<file path="src/rtl/bin_bcd_seq.sv">
// rtl/bin_bcd_seq.sv - sequential W-bit binary to DIGITS-digit packed BCD converter (shift-add-3)
// Optional truncation flag output ovf when BIN_BCD_OVF_EN is defined.
module bin_bcd_seq #(
  parameter int W      = 8,
  parameter int DIGITS = 3
) (
  input  logic                  clk,
  input  logic                  rst,
  input  logic                  start,
  input  logic [W-1:0]          bin,
  output logic                  busy,
  output logic                  done,
  output logic [4*DIGITS-1:0]   bcd
`ifdef BIN_BCD_OVF_EN
  ,
  output logic                  ovf
`endif
);

  localparam int BW = 4 * DIGITS;
  localparam int CW = $clog2(W + 1);

  typedef enum logic {
    IDLE,
    SHIFT
  } state_t;

  state_t          state_q, state_d;
  logic [CW-1:0]   cnt_q, cnt_d;
  logic [W-1:0]    sr_q, sr_d;
  logic [BW-1:0]   scr_q, scr_d;
  logic [BW-1:0]   bcd_q, bcd_d;
  logic            done_q, done_d;

  logic [BW-1:0]   adj;
  logic [BW-1:0]   scr_next;
  logic            shifted_out;

  // Add-3 correction on every digit that would reach 10 or more after doubling.
  always_comb begin
    adj = scr_q;
    for (int i = 0; i < DIGITS; i++) begin
      if (scr_q[4*i +: 4] >= 4'd5) begin
        adj[4*i +: 4] = scr_q[4*i +: 4] + 4'd3;
      end
    end
    shifted_out = adj[BW-1];
    scr_next    = {adj[BW-2:0], sr_q[W-1]};
  end

`ifdef BIN_BCD_OVF_EN
  logic sticky_q, sticky_d;
  logic ovf_q, ovf_d;
`endif

  always_comb begin
    state_d = state_q;
    cnt_d   = cnt_q;
    sr_d    = sr_q;
    scr_d   = scr_q;
    bcd_d   = bcd_q;
    done_d  = 1'b0;
`ifdef BIN_BCD_OVF_EN
    sticky_d = sticky_q;
    ovf_d    = ovf_q;
`endif
    case (state_q)
      IDLE: begin
        if (start) begin
          sr_d    = bin;
          scr_d   = '0;
          cnt_d   = CW'(W);
          state_d = SHIFT;
`ifdef BIN_BCD_OVF_EN
          sticky_d = 1'b0;
`endif
        end
      end
      SHIFT: begin
        scr_d = scr_next;
        sr_d  = {sr_q[W-2:0], 1'b0};
        cnt_d = cnt_q - CW'(1);
`ifdef BIN_BCD_OVF_EN
        sticky_d = sticky_q | shifted_out;
`endif
        if (cnt_q == CW'(1)) begin
          bcd_d   = scr_next;
          done_d  = 1'b1;
          state_d = IDLE;
`ifdef BIN_BCD_OVF_EN
          ovf_d = sticky_q | shifted_out;
`endif
        end
      end
      default: state_d = IDLE;
    endcase
  end

  always_ff @(posedge clk) begin
    if (rst) begin
      state_q <= IDLE;
      cnt_q   <= '0;
      sr_q    <= '0;
      scr_q   <= '0;
      bcd_q   <= '0;
      done_q  <= 1'b0;
    end else begin
      state_q <= state_d;
      cnt_q   <= cnt_d;
      sr_q    <= sr_d;
      scr_q   <= scr_d;
      bcd_q   <= bcd_d;
      done_q  <= done_d;
    end
  end

`ifdef BIN_BCD_OVF_EN
  always_ff @(posedge clk) begin
    if (rst) begin
      sticky_q <= 1'b0;
      ovf_q    <= 1'b0;
    end else begin
      sticky_q <= sticky_d;
      ovf_q    <= ovf_d;
    end
  end

  assign ovf = ovf_q;
`else
  // Bit leaving the scratch MSB is deliberately dropped when the flag is absent.
  logic unused_shifted_out;
  assign unused_shifted_out = shifted_out;
`endif

  assign busy = (state_q == SHIFT);
  assign done = done_q;
  assign bcd  = bcd_q;

endmodule

</file>
<file path="config.mk">
export PLATFORM = sky130hd
export DESIGN_NAME = bin_bcd_seq
export DESIGN_NICKNAME = d
export VERILOG_FILES = /design/src/rtl/bin_bcd_seq.sv
export SDC_FILE = /design/constraint.sdc
export NUM_CORES = 1
export LEC_CHECK = 0
export CAP_MARGIN = 25
export CORE_ASPECT_RATIO = 0.8
export CORE_MARGIN = 8
export CORE_UTILIZATION = 50
export CTS_CLUSTER_SIZE = 28
export DETAILED_ROUTE_END_ITERATION = 16
export PLACE_DENSITY = 0.74
export SYNTH_ARGS = -nofsm -noshare
export SYNTH_HDL_FRONTEND = slang
export SYNTH_SLANG_ARGS = --single-unit
</file>
<file path="constraint.sdc">
create_clock -name clk -period 3 [get_ports clk]
set_clock_uncertainty 0.05 [all_clocks]
set_input_delay 0.6 -clock clk [delete_from_list [all_inputs] [get_ports clk]]
set_output_delay 0.6 -clock clk [all_outputs]
set_load 0.1 [all_outputs]
</file>
-- Yosys cells after proc, flatten, opt, wreduce, memory -nomap -nowiden
Index checks and enable logic that the tools add are counted.
- register bits: 38
- bits in latches: 0
- RAM bits: 0
- ROM bits: 0
- input bits: 11
- word-level logic and storage cells: 31
- memories: 0
- add/subtract/negate cells: 4
- $mul: 0
- div/mod/pow operators: 0
- order comparisons: 3
- equal/unequal tests: 2
- shift-type cells: 0
- muxes and demuxes: 13
- bitwise operators: 1
- reduce and logical (&&, ||, !) cells: 2
- operators with widths (cell ; number):
    $pmux W12 S2 ; 1
    $pmux W8 S2 ; 1
    $ge A4 B3 Y1 const B ; 3
    $mux W12 ; 1
    $mux W4 ; 3
    $add A4 B2 Y4 const B ; 2
    $mux W8 ; 1
    $pmux W4 S2 ; 1
    $eq A4 B1 Y1 const B ; 1
    $sub A4 B1 Y4 const B ; 1
    $add A3 B2 Y3 const B ; 1
    $mux W1 ; 3
    $mux W3 ; 1
    $ne A2 B2 Y1 const B ; 1
    $pmux W1 S2 ; 1
    $reduce_and A2 Y1 ; 1
    $reduce_or A2 Y1 ; 1
    $not A1 Y1 ; 1

-- Depth between registers and ports, before layout
Gate-level depths: netlist (run 1).
- depth in word-level cells: 3
- gate-level depth with buffers: 8
- gate-level depth less buffers: 7

-- Least setup slack after synthesis (run 1)
No wires, ideal clock.
- kind: reg2reg
- from: reg state_q, in the netlist busy
- to: reg bcd_q[2], in the netlist bcd[2]
- setup time: 0.118 ns
- data arrival time: 1.726 ns
- slack: 1.106 ns
- stages on the path, launching flop included: 6
- period minus slack after synthesis: 1.894 ns
- cell sequence: dfxtp_1 -> nand2_1 -> nor3_2 -> nor2_1 -> buf_6 -> a22o_1
- longest elaborated chain between the ends: 1
- RTL lines (what ; RTL line ; source):
    start: declaration ; 28 ; state_t state_q, state_d;
    start signal: assignment ; 108 ; state_q <= state_d;
    $reduce_and A2 Y1 (no line) ; -- ;
    end signal: assignment ; 105 ; bcd_q <= '0;
    end signal: assignment ; 112 ; bcd_q <= bcd_d;
    end: declaration ; 32 ; logic [BW-1:0] bcd_q, bcd_d;
No other way between the ends.
A chain may end at the register's enable or synchronous reset.

-- Worst setup path after layout (run 1)
- from: in start
- to: reg cnt_q[3]
- longest elaborated chain between the ends: 1
- RTL lines (what ; RTL line ; source):
    start: declaration ; 9 ; input logic start,
    $ne A2 B2 Y1 (no line) ; -- ;
    end signal: assignment ; 109 ; cnt_q <= cnt_d;
    end: declaration ; 29 ; logic [CW-1:0] cnt_q, cnt_d;
No other way between the ends.

==> impl_metrics.prom, run 1 <==
# TYPE chip_impl_metric gauge
chip_impl_info{name="status",value="complete, no violations"} 1
chip_impl_info{name="main_area_contributors_after_synthesis",value="sky130_fd_sc_hd__dfxtp_1, sky130_fd_sc_hd__mux2i_1, sky130_fd_sc_hd__ha_1"} 1
chip_impl_metric{name="final_hold_viol_count",unit=""} 0
chip_impl_info{name="grt_setup_unrepaired",value="false"} 1
chip_impl_metric{name="summed_instance_area_of_the_synthesized_netlist",unit="µm²"} 1698
chip_impl_metric{name="die_height",unit="µm"} 68.12
chip_impl_info{name="tritoncts",value="built"} 1
chip_impl_info{name="startpoint_of_the_worst_setup_timing_path",value="start"} 1
chip_impl_metric{name="pre_cts_ws",unit="ns"} 0.6710
chip_impl_metric{name="num_vias",unit=""} 1380
chip_impl_metric{name="fin_cells",unit=""} 248
chip_impl_metric{name="drt_iter0_drc",unit=""} 135
chip_impl_metric{name="stdcell_area",unit="µm²"} 2004
chip_impl_metric{name="drtPass1Iterations",unit=""} 4
chip_impl_metric{name="leakagePower",unit="nW"} 0.7962
chip_impl_metric{name="power_density",unit="nW/µm²"} 488.5
chip_impl_metric{name="critPathRequiredTime",unit="ns"} 3.13
chip_impl_metric{name="global_route_usage_over_all_layers",unit="%"} 14.53
chip_impl_metric{name="ys_warn_count",unit=""} 0
chip_impl_metric{name="clock_sinks",unit=""} 38
chip_impl_metric{name="route.antenna.remaining_nets",unit=""} 0
chip_impl_metric{name="io_pins",unit=""} 25
chip_impl_info{name="r2r_start",value="busy"} 1
chip_impl_metric{name="routed_wire_length_per_instance",unit="µm"} 14.63
chip_impl_metric{name="max_clock_freq",unit="MHz"} 480.4
chip_impl_metric{name="core",unit="µm²"} 3352
chip_impl_metric{name="synth.area.mux_share",unit="%"} 7.148
chip_impl_metric{name="synth-simple-area-share",unit="%"} 15.03
chip_impl_metric{name="placement.cell_area",unit="µm²"} 1913
chip_impl_metric{name="die-area",unit="µm²"} 5528
chip_impl_metric{name="clock_tree.htree_level_count",unit=""} 2
chip_impl_metric{name="whs",unit="ns"} 0.4193
chip_impl_metric{name="worst_slack",unit="ns"} 0.9183
chip_impl_metric{name="compound_cell_area_share_of_the_yosys_netlist",unit="%"} 19.53
chip_impl_metric{name="globalRouteOverflowTotal",unit=""} 0
chip_impl_metric{name="critPathMaxStageDelay",unit="ns"} 0.87
chip_impl_info{name="cts-root-buf",value="sky130_fd_sc_hd__clkbuf_8"} 1
chip_impl_metric{name="crit_arrival",unit="ns"} 2.21
chip_impl_metric{name="maxSlewViolCount",unit=""} 0
chip_impl_metric{name="synth-seq-cells",unit=""} 38
chip_impl_metric{name="timing_worst_slew_pin_value",unit="ns"} 0.6321
chip_impl_metric{name="synth_adder_area_share",unit="%"} 5.895
chip_impl_info{name="worstSetupEndpointType",value="flip-flop"} 1
chip_impl_metric{name="starting_density",unit="%"} 50.65
chip_impl_metric{name="report.power.total",unit="µW"} 979.1
chip_impl_metric{name="vias_per_cell",unit=""} 5.565
chip_impl_metric{name="clock_tree.buffer_depth",unit=""} 2
chip_impl_metric{name="cts.repair.resized",unit=""} 0
chip_impl_metric{name="synthesis.nets",unit=""} 199
chip_impl_metric{name="finalCriticalPeriod",unit="ns"} 2.082
chip_impl_metric{name="clkLatencyLatePin",unit="ns"} 0.28
chip_impl_metric{name="synthDominantCellAreaShare",unit="%"} 44.80
chip_impl_info{name="synth_largest_area_cell",value="sky130_fd_sc_hd__dfxtp_1"} 1
chip_impl_metric{name="final_nets",unit=""} 224
chip_impl_metric{name="synthesis.instances",unit=""} 180
chip_impl_metric{name="globalplace.congestion",unit=""} 0.7543
chip_impl_metric{name="drt_wl_total",unit="mm"} 3.628
chip_impl_metric{name="syn_avg_cell_area",unit="µm²"} 9.433
chip_impl_metric{name="clkSlewWorstSetupHoldPaths",unit="ns"} 0.07
chip_impl_metric{name="drc",unit=""} 0
chip_impl_metric{name="synth.distinct_cells",unit=""} 30
chip_impl_info{name="mostFrequentLayoutCells",value="sky130_fd_sc_hd__dfxtp_1, sky130_fd_sc_hd__nor2_1, sky130_fd_sc_hd__a21oi_1, sky130_fd_sc_hd__buf_4, sky130_fd_sc_hd__mux2i_1"} 1
chip_impl_metric{name="critPathMaxFanout",unit=""} 12
chip_impl_metric{name="final_layout_size_suffix_gt1_share",unit="%"} 14.56
chip_impl_metric{name="relSlewSlack",unit="%"} 57.73
chip_impl_metric{name="io_buffers",unit=""} 24
chip_impl_metric{name="number_of_synthesized_flops_with_an_enable_pin",unit=""} 0
chip_impl_metric{name="maximum_number_of_pins_on_one_net_before_global_route_repair",unit=""} 18
chip_impl_info{name="layout.cells.most_common",value="sky130_fd_sc_hd__dfxtp_1"} 1
chip_impl_metric{name="detailed_place_hpwl",unit="mm"} 2.648
chip_impl_metric{name="setup_viol",unit=""} 0
chip_impl_metric{name="holdBufCountCts",unit=""} 0
chip_impl_info{name="crit_path_top_delay_cell",value="sky130_fd_sc_hd__clkdlybuf4s50_1"} 1
chip_impl_metric{name="cts_buffers",unit=""} 5
chip_impl_info{name="synth_top_family_by_area",value="compound AO/OA/AOI/OAI gates"} 1
chip_impl_metric{name="antenna_cells",unit=""} 0
chip_impl_metric{name="place.detailed.instances",unit=""} 240
chip_impl_info{name="synth_top_flop_cell",value="sky130_fd_sc_hd__dfxtp_1"} 1
chip_impl_metric{name="vdd_ir_drop_max",unit="mV"} 0.2646
chip_impl_metric{name="asyncSetResetFlopFracSynth",unit="%"} 0
chip_impl_metric{name="synth-seq-area-share",unit="%"} 44.80
chip_impl_info{name="hold_path_startpoint",value="bcd[11]"} 1
chip_impl_metric{name="placementRows",unit=""} 19
chip_impl_metric{name="synth_xor_xnor_area_share",unit="%"} 1.548
chip_impl_metric{name="grt_pass1_vias",unit=""} 1354
chip_impl_metric{name="die-width",unit="µm"} 81.15
chip_impl_metric{name="area_growth_syn_to_layout",unit="%"} 18.05
chip_impl_metric{name="sum_neg_setup_slack",unit="ns"} 0
chip_impl_info{name="critical_path.cell_chain",value="clkdlybuf4s50_1 > nor2_2 > o21ba_1 > nor2_1 > a311oi_1"} 1
chip_impl_info{name="timing_worst_setup_path_type",value="in2reg"} 1
chip_impl_metric{name="period_share",unit="%"} 69.39
chip_impl_info{name="category_of_the_worst_setup_path_launch_point",value="primary input"} 1
chip_impl_metric{name="global_route_wire_length_before_repair",unit="mm"} 6.196
chip_impl_metric{name="maxCapViolations",unit=""} 0
chip_impl_metric{name="cts_setup_buffers",unit=""} 0
chip_impl_metric{name="finish.utilization",unit="%"} 59.80
chip_impl_metric{name="antenna_found_initial",unit=""} 0
chip_impl_info{name="min_path_type",value="reg2reg"} 1
==> cells in the mapped netlist (2+ instances only) <==
cell type / n
sky130_fd_sc_hd__dfxtp_1: 38
sky130_fd_sc_hd__nor2_1: 22
sky130_fd_sc_hd__a21oi_1: 17
sky130_fd_sc_hd__mux2i_1: 11
sky130_fd_sc_hd__o21ai_0: 10
sky130_fd_sc_hd__ha_1: 8
sky130_fd_sc_hd__inv_1: 8
sky130_fd_sc_hd__nand3_1: 7
sky130_fd_sc_hd__nor3_1: 7
sky130_fd_sc_hd__o2bb2ai_1: 7
sky130_fd_sc_hd__nand2b_1: 6
sky130_fd_sc_hd__a22o_1: 5
sky130_fd_sc_hd__nor3b_1: 5
sky130_fd_sc_hd__a32o_1: 4
sky130_fd_sc_hd__buf_2: 4
sky130_fd_sc_hd__buf_6: 3
sky130_fd_sc_hd__xnor2_1: 3
sky130_fd_sc_hd__a21o_1: 2
sky130_fd_sc_hd__inv_2: 2
==> area by class of cell <==
class | instances | area (µm²)
fill | 277 | 1348
multi-input combinational | 123 | 834.6
sequential | 38 | 760.7
timing repair buffer | 27 | 227.7
clock buffer | 7 | 86.33
tap | 42 | 52.55
inverter | 10 | 37.54
clock inverter | 1 | 5.005
==> metal layers <==
| layer | part of all wire, % | GRT usage [%] |
|---|---|---|
| met5 | 0 | 0 |
| met4 | 1.4 | 5.333 |
| met3 | 5.4 | 3.937 |
| met2 | 47 | 24.88 |
| met1 | 46 | 17.18 |
==> power by group <==
| group | internal, mW | total (mW) | leakage, nW | switching (mW) |
|---|---|---|---|---|
| clock network | 0.185 | 0.351 | 0.0482 | 0.166 |
| logic | 0.0402 | 0.0972 | 0.440 | 0.0570 |
| registers | 0.518 | 0.531 | 0.308 | 0.0135 |
| total | 0.743 | 0.979 | 0.796 | 0.236 |
==> sequential cells by signal, summed over array words and instances, names as in the netlist <==
signal	cells
cnt_q	4
done	1
sr_q	8
scr_q	12
busy	1
bcd	12
==> final timing paths <==
check | slack, ns | endpoint | depth (start not counted)
max | 0.92 | cnt_q[3] | 5
min | 0.42 | bcd[11] | 1
max reg2reg | 1.21 | cnt_q[3] | 5
min reg2reg | 0.42 | bcd[11] | 1
==> worst max-delay path: cells and delay by family <==
kind / cells / cell delay [ns]
compound gates: 2 / 0.53
buf+inv: 1 / 0.87
simple gates: 2 / 0.21
==> cells by family (layout without fill, tap and decap cells) <==
kind of cell	Yosys count	after routing
and+or+nand+nor	51	51
AOI/OAI and AO/OA	49	49
DFF	38	38
buffers and inverters	19	45
muxes	12	12
adders and majority gates	8	8
xor gates and xnor gates	3	3
No activity file was read; power rests on OpenSTA's default activity.
==> inputs of run 2 (changes only) <==
--- a/config.mk
+++ b/config.mk
@@ -8,10 +8,10 @@
 export CAP_MARGIN = 25
 export CORE_ASPECT_RATIO = 0.8
 export CORE_MARGIN = 8
-export CORE_UTILIZATION = 50
+export CORE_UTILIZATION = 48
 export CTS_CLUSTER_SIZE = 28
 export DETAILED_ROUTE_END_ITERATION = 16
-export PLACE_DENSITY = 0.74
+export PLACE_DENSITY = 0.75
 export SYNTH_ARGS = -nofsm -noshare
 export SYNTH_HDL_FRONTEND = slang
 export SYNTH_SLANG_ARGS = --single-unit
==> constraint.sdc (replaced) <==
create_clock -name clk -period 1.9 [get_ports clk]
set_clock_uncertainty 0.05 [all_clocks]
set_input_delay 0.38 -clock clk [delete_from_list [all_inputs] [get_ports clk]]
set_output_delay 0.38 -clock clk [all_outputs]
set_load 0.1 [all_outputs]
==> impl_metrics.prom, run 2 (synthesized netlist as in run 1, its figures left out) <==
# TYPE chip_impl_metric gauge
chip_impl_info{name="mostFrequentLayoutCells",value="sky130_fd_sc_hd__dfxtp_1, sky130_fd_sc_hd__nor2_1, sky130_fd_sc_hd__a21oi_1, sky130_fd_sc_hd__buf_12, sky130_fd_sc_hd__mux2i_1"} 1
chip_impl_metric{name="globalplace.congestion",unit=""} 0.7932
chip_impl_metric{name="clkSlewWorstSetupHoldPaths",unit="ns"} 0.07
chip_impl_metric{name="clock_sinks",unit=""} 38
chip_impl_metric{name="placementRows",unit=""} 19
chip_impl_metric{name="cts_buffers",unit=""} 5
chip_impl_metric{name="total_area_of_multi_input_combinational_cells",unit="µm²"} 834.6
chip_impl_metric{name="num_vias",unit=""} 1405
chip_impl_metric{name="antenna_found_initial",unit=""} 0
chip_impl_metric{name="finalCriticalPeriod",unit="ns"} 1.739
chip_impl_info{name="timing_worst_setup_path_type",value="reg2reg"} 1
chip_impl_metric{name="power_density",unit="nW/µm²"} 698.2
chip_impl_metric{name="max_clock_freq",unit="MHz"} 575.0
chip_impl_metric{name="drt_iter0_drc",unit=""} 131
chip_impl_info{name="crit_path_top_delay_cell",value="sky130_fd_sc_hd__nor2_1"} 1
chip_impl_metric{name="timing_worst_slew_pin_value",unit="ns"} 0.8745
chip_impl_metric{name="place.detailed.instances",unit=""} 245
chip_impl_info{name="worstSetupEndpointType",value="flip-flop"} 1
chip_impl_metric{name="io_buffers",unit=""} 24
chip_impl_metric{name="core",unit="µm²"} 3400
chip_impl_metric{name="io_pins",unit=""} 25
chip_impl_metric{name="fin_cells",unit=""} 251
chip_impl_metric{name="drt_wl_total",unit="mm"} 3.591
chip_impl_metric{name="critPathRequiredTime",unit="ns"} 2.08
chip_impl_info{name="layout.cells.most_common",value="sky130_fd_sc_hd__dfxtp_1"} 1
chip_impl_metric{name="setup_viol",unit=""} 0
chip_impl_metric{name="clock_tree.htree_level_count",unit=""} 2
chip_impl_metric{name="die_height",unit="µm"} 69.20
chip_impl_metric{name="finish.utilization",unit="%"} 64.96
chip_impl_metric{name="vdd_ir_drop_max",unit="mV"} 0.6762
chip_impl_metric{name="cts_setup_buffers",unit=""} 0
chip_impl_metric{name="dr_wl_met3",unit="µm"} 249
chip_impl_metric{name="clock_tree.buffer_depth",unit=""} 2
chip_impl_metric{name="worst_slack",unit="ns"} 0.1608
chip_impl_metric{name="clkLatencyLatePin",unit="ns"} 0.29
chip_impl_metric{name="placement.cell_area",unit="µm²"} 2126
chip_impl_info{name="path_delay_family",value="simple AND/OR/NAND/NOR gates"} 1
chip_impl_info{name="category_of_the_worst_setup_path_launch_point",value="flip-flop"} 1
chip_impl_metric{name="drc",unit=""} 0
chip_impl_info{name="cts-root-buf",value="sky130_fd_sc_hd__clkbuf_8"} 1
chip_impl_metric{name="holdBufCountCts",unit=""} 0
chip_impl_metric{name="final-seq-area",unit="µm²"} 760.7
chip_impl_metric{name="route.antenna.remaining_nets",unit=""} 0
chip_impl_metric{name="pre_cts_ws",unit="ns"} -0.004846
chip_impl_metric{name="relSlewSlack",unit="%"} 41.49
chip_impl_metric{name="die-area",unit="µm²"} 5708
chip_impl_metric{name="critical_path.n_buffers_inverters",unit=""} 1
chip_impl_metric{name="detailed_place_hpwl",unit="mm"} 2.712
chip_impl_info{name="critical_path.cell_chain",value="inv_1 > ha_1 > nand2_1 > nor3_2 > nor2_1 > a22o_1"} 1
chip_impl_metric{name="antenna_cells",unit=""} 0
chip_impl_metric{name="critPathMaxFanout",unit=""} 12
chip_impl_metric{name="starting_density",unit="%"} 49.94
chip_impl_metric{name="globalRouteOverflowTotal",unit=""} 0
chip_impl_metric{name="maxSlewViolCount",unit=""} 0
chip_impl_metric{name="grt_pass1_vias",unit=""} 1367
chip_impl_metric{name="final_hold_viol_count",unit=""} 0
chip_impl_metric{name="maxCapViolations",unit=""} 0
chip_impl_metric{name="final_nets",unit=""} 229
chip_impl_info{name="min_path_type",value="reg2reg"} 1
chip_impl_metric{name="report.power.total",unit="mW"} 1.542
chip_impl_info{name="tritoncts",value="built"} 1
chip_impl_metric{name="vias_per_cell",unit=""} 5.598
chip_impl_metric{name="global_route_wire_length_before_repair",unit="mm"} 6.230
chip_impl_metric{name="number_of_fillers_in_the_final_layout",unit=""} 263
chip_impl_metric{name="drtPass1Iterations",unit=""} 4
chip_impl_info{name="status",value="complete, no violations"} 1
chip_impl_metric{name="cts.repair.resized",unit=""} 0
chip_impl_metric{name="crit_arrival",unit="ns"} 1.92
chip_impl_metric{name="stdcell_area",unit="µm²"} 2208
chip_impl_info{name="top_layer",value="met4"} 1
chip_impl_metric{name="routed_wire_length_per_instance",unit="µm"} 14.31
chip_impl_metric{name="leakagePower",unit="nW"} 0.8535
chip_impl_info{name="grt_setup_unrepaired",value="false"} 1
chip_impl_metric{name="area_growth_syn_to_layout",unit="%"} 30.07
chip_impl_metric{name="period_share",unit="%"} 91.54
chip_impl_metric{name="maximum_number_of_pins_on_one_net_before_global_route_repair",unit=""} 30
chip_impl_metric{name="route.met2.wl",unit="mm"} 1.705
chip_impl_metric{name="die-width",unit="µm"} 82.50
chip_impl_metric{name="critPathMaxStageDelay",unit="ns"} 0.66
chip_impl_metric{name="drt-met1-wl",unit="mm"} 1.570
chip_impl_metric{name="global_route_usage_over_all_layers",unit="%"} 13.50
chip_impl_metric{name="final_layout_size_suffix_gt1_share",unit="%"} 16.27
==> run 2: changes by cell type in the layout (fill, tap and decap cells not counted) <==
cell / previous run / this run
sky130_fd_sc_hd__buf_12: 0 / 14
sky130_fd_sc_hd__buf_4: 17 / 8
sky130_fd_sc_hd__clkinv_2: 1 / 0
sky130_fd_sc_hd__clkbuf_1: 1 / 0
==> run 2: final cells by class <==
cell class                 instances  area share, %
multi-input combinational        123          37.79
inverter                          10          1.700
clock buffer                       6          3.739
tap                               42          2.380
timing repair buffer              32          19.94
sequential                        38          34.45
==> run 2: metrics by stage <==
step | setup TNS, ns | hold WS (ns)
6_report | 0 | 0.4295
5_1_grt | 0 | 0.4634
4_1_cts | 0 | 0.4456
3_5_place_dp | -0.004846 | 0.4267
3_3_place_gp | 0 | 0.4080
2_1_floorplan | 0 | 0.3938
==> run 2: metal layers <==
layer	vias to the layer above	track usage [%]
met4	0	5.736
li1	694	-
met2	28	20.68
met3	8	4.793
met1	675	16.45
met5	-	0
==> run 2: worst paths after layout <==
path	endpoint	slack, ns	cells past startpoint	from
setup / recovery	bcd[2]	0.16	6	cnt_q[1]
hold / removal	sr_q[4]	0.43	2	sr_q[3]
hold reg to reg	sr_q[4]	0.43	2	sr_q[3]
setup reg to reg	bcd[2]	0.16	6	cnt_q[1]
==> run 2: tightest hold or removal path, cell delays in order, from the launching register on <==
cell and delay [ns]:
sky130_fd_sc_hd__dfxtp_1 0.33, sky130_fd_sc_hd__a21oi_1 0.06, sky130_fd_sc_hd__nor2_1 0.07
==> run 2: report_power, final <==
group          switching (mW)  total (mW)  internal (mW)
clock                   0.259       0.539          0.280
sequential             0.0144       0.832          0.817
combinational          0.0979       0.171         0.0735
